===== config.mk =====
export PLATFORM = sky130hd
export DESIGN_NAME = score_controller
export DESIGN_NICKNAME = d
export VERILOG_FILES = /design/src/rtl/score_controller.sv
export SDC_FILE = /design/constraint.sdc
export NUM_CORES = 1
export LEC_CHECK = 0
export CAP_MARGIN = 20
export CORE_MARGIN = 4
export CORE_UTILIZATION = 30
export DETAILED_ROUTE_END_ITERATION = 10
export GPL_ROUTABILITY_DRIVEN = 0
export GPL_TIMING_DRIVEN = 0
export PLACE_DENSITY = 0.49
export SLEW_MARGIN = 10
export SYNTH_ARGS = -nofsm -noshare
export SYNTH_HDL_FRONTEND = slang
export SYNTH_SLANG_ARGS = --single-unit

===== constraint.sdc =====
create_clock -name clk -period 5.8 [get_ports clk]
set_clock_uncertainty 0.15 [all_clocks]
set_input_delay 1.45 -clock clk [delete_from_list [all_inputs] [get_ports clk]]
set_output_delay 1.45 -clock clk [all_outputs]
set_load 0.02 [all_outputs]

===== src/rtl/score_controller.sv =====
// score_controller
//   Game-level score sequencer feeding the seven-segment display driver.
//   Counts hit rising edges during play with saturation at MAX_VAL, latches
//   the high score on game over, and drives a blink request for the score
//   digits while the game is over.
//
//   state | meaning
//   ------+--------------------------------------------------------------
//   IDLE  | after reset, waiting for start; hit/game_over ignored
//   PLAY  | game running, hits add HIT_POINTS up to MAX_VAL
//   OVER  | final score shown blinking, waiting for start of next game
//
// Ports:
//   clk         system clock
//   rst         asynchronous active-high reset
//   start       begins a new game when sampled high in IDLE or OVER
//   hit         level from game logic, each rising edge is one hit
//   game_over   ends the game when sampled high in PLAY
//   score       current score, 0..MAX_VAL
//   max_score   highest final score since reset
//   playing     high while in PLAY
//   score_blank blink blanking request for the score digits
//   new_record  high in OVER when the last game set a new max_score
module score_controller #(
   parameter int HIT_POINTS = 1,
   parameter int MAX_VAL    = 99,
   parameter int BLINK_BITS = 24
) (
   input  logic       clk,
   input  logic       rst,
   input  logic       start,
   input  logic       hit,
   input  logic       game_over,
   output logic [6:0] score,
   output logic [6:0] max_score,
   output logic       playing,
   output logic       score_blank,
   output logic       new_record
);

   typedef enum logic [1:0] {
      S_IDLE = 2'd0,
      S_PLAY = 2'd1,
      S_OVER = 2'd2
   } state_t;

   localparam logic [7:0] HIT8 = 8'(HIT_POINTS);
   localparam logic [6:0] MAX7 = 7'(MAX_VAL);

   state_t                state;
   logic                  hit_q;
   logic [BLINK_BITS-1:0] blink_cnt;

   logic                  hit_rise;
   logic [7:0]            sum;
   logic [6:0]            hit_score;
   logic [6:0]            final_score;

   // Sum is formed in 8 bits so 99 + HIT_POINTS cannot wrap before clamping.
   always_comb begin
      hit_rise    = hit & ~hit_q;
      sum         = {1'b0, score} + HIT8;
      hit_score   = (sum > {1'b0, MAX7}) ? MAX7 : sum[6:0];
      final_score = hit_rise ? hit_score : score;
   end

   // Counter is held at zero outside OVER, so its MSB is the blink request
   // directly and is guaranteed low whenever the game is not over.
   assign score_blank = blink_cnt[BLINK_BITS-1];

   always_ff @(posedge clk or posedge rst) begin
      if (rst) begin
         state      <= S_IDLE;
         score      <= '0;
         max_score  <= '0;
         playing    <= 1'b0;
         new_record <= 1'b0;
         blink_cnt  <= '0;
         // A hit held high through reset must not count as an edge.
         hit_q      <= 1'b1;
      end else begin
         hit_q <= hit;
         case (state)
            S_IDLE: begin
               if (start) begin
                  state      <= S_PLAY;
                  score      <= '0;
                  new_record <= 1'b0;
                  playing    <= 1'b1;
               end
            end
            S_PLAY: begin
               score <= final_score;
               if (game_over) begin
                  state   <= S_OVER;
                  playing <= 1'b0;
                  if (final_score > max_score) begin
                     max_score  <= final_score;
                     new_record <= 1'b1;
                  end else begin
                     new_record <= 1'b0;
                  end
               end
            end
            S_OVER: begin
               if (start) begin
                  state      <= S_PLAY;
                  score      <= '0;
                  new_record <= 1'b0;
                  playing    <= 1'b1;
                  blink_cnt  <= '0;
               end else begin
                  blink_cnt <= blink_cnt + 1'b1;
               end
            end
            default: begin
               state     <= S_IDLE;
               playing   <= 1'b0;
               blink_cnt <= '0;
            end
         endcase
      end
   end

endmodule


-- Yosys cells after proc, flatten, opt, wreduce, memory -nomap -nowiden
Cells that the tools add are included.
- eq/ne operators: 4
- div/mod/pow operators: 0
- reductions and logical operators: 8
- $add $sub $neg: 2
- shifts and indexed selects: 0
- bitwise gates (word level): 2
- mux-type cells: 16
- order comparisons: 2
- multipliers: 0
- operators with widths (kind ; count):
    case mux 24 bit (2 select lines) ; 1
    adder 24 x 1 -> 24 bit (second input constant) ; 1
    two-way mux 24 bit ; 1
    two-way mux 7 bit ; 3
    case mux 7 bit (2 select lines) ; 1
    adder 7 x 1 -> 8 bit (second input constant) ; 1
    greater-than comparator 8 x 7 -> 1 bit (second input constant) ; 1
    greater-than comparator 7 bit ; 1
    AND reduction 3 bit ; 2
    two-way mux 1 bit ; 5
    two-way mux 2 bit ; 2
    case mux 1 bit (2 select lines) ; 2
    case mux 2 bit (2 select lines) ; 1
    AND reduction 2 bit ; 2
    OR reduction 2 bit ; 2
    equality test 2 x 1 -> 1 bit (second input constant) ; 1
    equality test 2 bit (second input constant) ; 1
    logical NOT 2 bit ; 1
    != test 2 x 1 -> 1 bit (second input constant) ; 1
    != test 2 bit (second input constant) ; 1
    nonzero test 2 bit ; 1
    AND 1 bit ; 1
    inverter 1 bit ; 1
- latch bits: 0
- memories: 0
- output and inout port bits: 17
- memory bits (read-only): 0
- bits in writable memories: 0
- flip-flop bits (word level): 43
- input port bits: 5

-- Depth between registers and ports, before layout
- depth after elaboration: 8
- depth in mapped cells: 15
- depth with buffers taken out: 14

-- Least setup slack after synthesis
No wires, ideal clock.
- path kind: input -> register
- start: input hit
- end: register max_score[1]
- setup slack: 1893 ps
- cell stages on the path: 9
- data arrival time: 3632 ps
- setup time: 125 ps
- cells stage by stage: nor2b_1 > clkbuf_1 > a21oi_1 > a311oi_1 > ha_1 > o21a_1 > o21a_1 > o31ai_4 > mux2_2
- cells in the longest elaborated chain, start to end: 4
- RTL lines (what ; RTL line ; RTL):
    start: declaration ; 32 ; input logic hit,
    AND 1 bit ; 61 ; hit_rise = hit & ~hit_q;
    two-way mux 7 bit ; 64 ; final_score = hit_rise ? hit_score : score;
    named net final_score[2] ; 57 ; logic [6:0] final_score;
    greater-than comparator 7 bit ; 97 ; if (final_score > max_score) begin
    AND reduction 3 bit (no source line) ; -- ;
    end signal: assignment ; 98 ; max_score <= final_score;
    end: declaration ; 35 ; output logic [6:0] max_score,
The timed path passes the listed nets, and every way through them passes these cells.
A chain may end at the register's enable or synchronous reset.

-- Worst setup path after layout
- start: input hit
- end: register max_score[4]
- cells in the longest elaborated chain, start to end: 4
- RTL lines (what ; RTL line):
    AND 1 bit (*) ; 61
    two-way mux 7 bit (*) ; 64
    named net final_score[4] ; 57
    greater-than comparator 7 bit ; 97
    AND reduction 3 bit (no source line) ; --
Mark *: on every way through the listed nets, which the timed path passes. The rest lies on a longest branch.

==> flow_summary.ini <==
[cells_and_area]
fin_nets = 306
fin_area_sq_um = 2930
syn_to_final_growth_pct = 20.3
n_antenna_cell = 0
layout-drive-gt1-share_pct = 10.3

[synth]
yosysUniqueCellTypes = 45
async_flop_share_pct = 100
synth_area_leader_cell = dfrtp_1
netlist.area_leader.share_pct = 43.2
ys.flop_type = dfrtp_1
synth_seq_cells = 43
synth_edf_count = 0
seq_area_frac_synth_pct = 44.3
synth_area_leaders = dfrtp_1 43%, ha_1 5.1%, o21ai_0 4.1%, nand2_1 4.0%, nor2_1 3.9%
syn_area_per_cell_sq_um = 9.28
syn_area_sq_um = 2430
synth_nets = 277
postSynthCellCount = 262
yosysWarnings = 0

[sta]
max_freq_ghz = 0.218
worst_pin_slew_ns = 0.566
rsz0062_at_grt = no
slew_headroom_pct = 62.2
maxSlewViolCount = 0
fin_setup_tns_ns = 0
setup-violations-final = 0
final_hold_viol_count = 0
period_share_pct = 79.0
layout_min_cycle_time_ns = 4.58

[global_route]
antenna_found_initial = 0
grt_max_degree = 28
grt_pass1_vias = 1866
grt_pass1_wl_um = 8980
groute.usage.overall_pct = 11.4
overflow = 0

[clocking]
cts_resized = 0
cts.path.max_buffers = 2
cts.root.buffer_cell = clkbuf_8
htreeDepth = 2
ctsHoldBuffers = 0
postCtsSetupBuffers = 0
tritoncts = done
insertion_delay_ns = 0.30
cts_inserted_buffers = 5
clkSinkCount = 43
path_clk_slew_ns = 0.08

[power]
switching_share_pct = 29.1
power.share.sequential_pct = 43.9
comb_power_share_pct = 20.7
vdd_drop_max_mv = 0.143
clkPwrFrac_pct = 35.4
p_int_w = 0.000567
p_leak_nw = 1.25
power_switching_w = 0.000233
power.density_nw_per_um2 = 273

[die]
die_w_um = 98.0
die_h_um = 98.0
core_sq_um = 7810
io_pins = 22
start_util_pct = 31.2
die_area_sq_um = 9610
rows = 32

[worst_setup_path]
startpoint_type = primary input
path_max_fanout = 10
path_class = in2reg
arrival_ns = 4.62
worst-endpoint-required_ns = 5.84
cp-end-kind = register

[outcome]
status = complete, no violations

[drt]
drt-initial-drc-count = 121
wl_met2_um = 2170
vias = 1918
wirelength_um = 5090
wl_met1_um = 2700
drc = 0
firstDrtPassIters = 4
wl_met3_um = 142
vias_per_cell = 4.87
ant_nets = 0
wire_per_inst_um = 12.9
highest_layer = met4

[worst_hold_path]
hp-class = reg2reg

[place]
dp_hpwl_um = 3650
io_buffers = 21
dpl-instance-area_sq_um = 2790

[run]
cap_violations = 0
layout make-up:
type / count / area [sq um]
plain buffers: 11 / 53.8
flip-flops and latches: 43 / 1080
well taps: 102 / 128
multi-input cells: 191 / 1240
clock inverters: 3 / 67.6
repair buffers: 22 / 230
fillers: 788 / 4880
inverters: 17 / 63.8
clock buffers: 5 / 68.8
cell usage in the layout (no fill, tap or decap), drive strengths merged, types with 3 or more instances in the layout:
cell type / synthesis / layout
nor3: 4 / 4
inv: 17 / 17
xnor2: 4 / 4
ha: 10 / 10
a22o: 3 / 3
and4: 3 / 3
mux2: 7 / 7
nand3: 10 / 10
o21ai: 21 / 21
nor2b: 4 / 4
nand4: 11 / 11
nor2: 25 / 25
clkdlybuf4s50: 0 / 21
buf: 3 / 4
o21a: 4 / 4
clkbuf: 8 / 13
dfrtp: 42 / 42
xor2: 9 / 9
nand2b: 3 / 3
o31ai: 4 / 4
nand2: 26 / 26
and3: 4 / 4
a21oi: 13 / 13
or3: 10 / 10
worst max-delay path: stages:
cell	delay, ns
clkdlybuf4s50_1	0.50
nor2b_1	0.20
clkbuf_1	0.35
nand4_1	0.18
nor2_1	0.15
o21ai_0	0.10
o211ai_1	0.18
ha_1	0.31
and4_1	0.21
o21a_1	0.13
o31ai_4	0.45
mux2_2	0.39
sequential cells by signal, summed over array words and instances, names as in the netlist:
name	flops
playing	1
new_record	1
score	7
hit_q	1
state	2
blink_cnt	24
max_score	7
cell usage after synthesis, types with 2 or more instances:
library cell,number
nand4_1,9
nand2b_1,3
o31ai_1,3
a211o_1,2
a22o_1,3
nand4_2,2
a32oi_1,2
nor3_1,3
nand3_1,10
o21ai_0,20
clkbuf_1,6
dfrtp_1,42
nor2_1,25
and3_1,4
and4_1,3
mux2_2,7
a21oi_1,13
buf_2,2
ha_1,10
nand2_1,26
inv_1,17
nor2b_1,4
xnor2_1,4
xor2_1,9
clkbuf_2,2
o21a_1,4
or3_1,9
power groups by stage:
| stage | Sequential (W) | Clock [W] | Combinational (W) |
|---|---|---|---|
| after floorplan | 0.000369 | 0 | 0.0000938 |
| after global placement | 0.000358 | 0 | 0.000168 |
| after detailed placement | 0.000358 | 0 | 0.000169 |
| after CTS | 0.000352 | 0.000292 | 0.000170 |
| after global routing | 0.000357 | 0.000305 | 0.000188 |
| final | 0.000351 | 0.000283 | 0.000166 |
per-stage QoR:
| step | hold WS, ns | utilization [%] | power (W) | worst slack, ns | instances |
|---|---|---|---|---|---|
| 2_1_floorplan | 0.351 | - | 0.000463 | 1.89 | 262 |
| 3_3_place_gp | 0.368 | 35.5 | 0.000526 | 0.900 | 385 |
| 3_5_place_dp | 0.370 | 35.7 | 0.000528 | 0.911 | 386 |
| 4_1_cts | 0.391 | 37.5 | 0.000814 | 1.22 | 394 |
| 5_1_grt | 0.417 | 37.5 | 0.000851 | 0.954 | 394 |
| 6_report | 0.383 | 37.5 | 0.000800 | 1.22 | 394 |
per-layer routing:
metal,global-route usage [%],vias up
met3,2.29,5
met5,0,-
met1,16.9,904
li1,-,983
met2,16.3,26
met4,3.83,0
path summary, 6_finish.rpt:
kind | start | to | slack [ns] | depth (start not counted)
worst max-delay path | hit | max_score[4] | 1.22 | 12
worst min-delay path | new_record | new_record | 0.38 | 2
worst max register to register | score[1] | max_score[4] | 1.93 | 13
worst min register to register | new_record | new_record | 0.38 | 2
max in group asynchronous | rst | hit_q | 3.65 | 3
min in group asynchronous | rst | blink_cnt[14] | 1.30 | 2
cells by family (layout without fill, tap and decap cells):
group / after synthesis / count (layout) / synth area share, %
buffers and inverters: 28 / 58 / 4.84
and+or+nand+nor: 103 / 103 / 22.3
AOI/OAI and AO/OA: 58 / 58 / 15.5
adders and majority gates: 10 / 10 / 5.14
xor gates and xnor gates: 13 / 13 / 4.68
muxes: 7 / 7 / 3.24
DFF: 43 / 43 / 44.3
No activity file was read; power rests on OpenSTA's default activity.
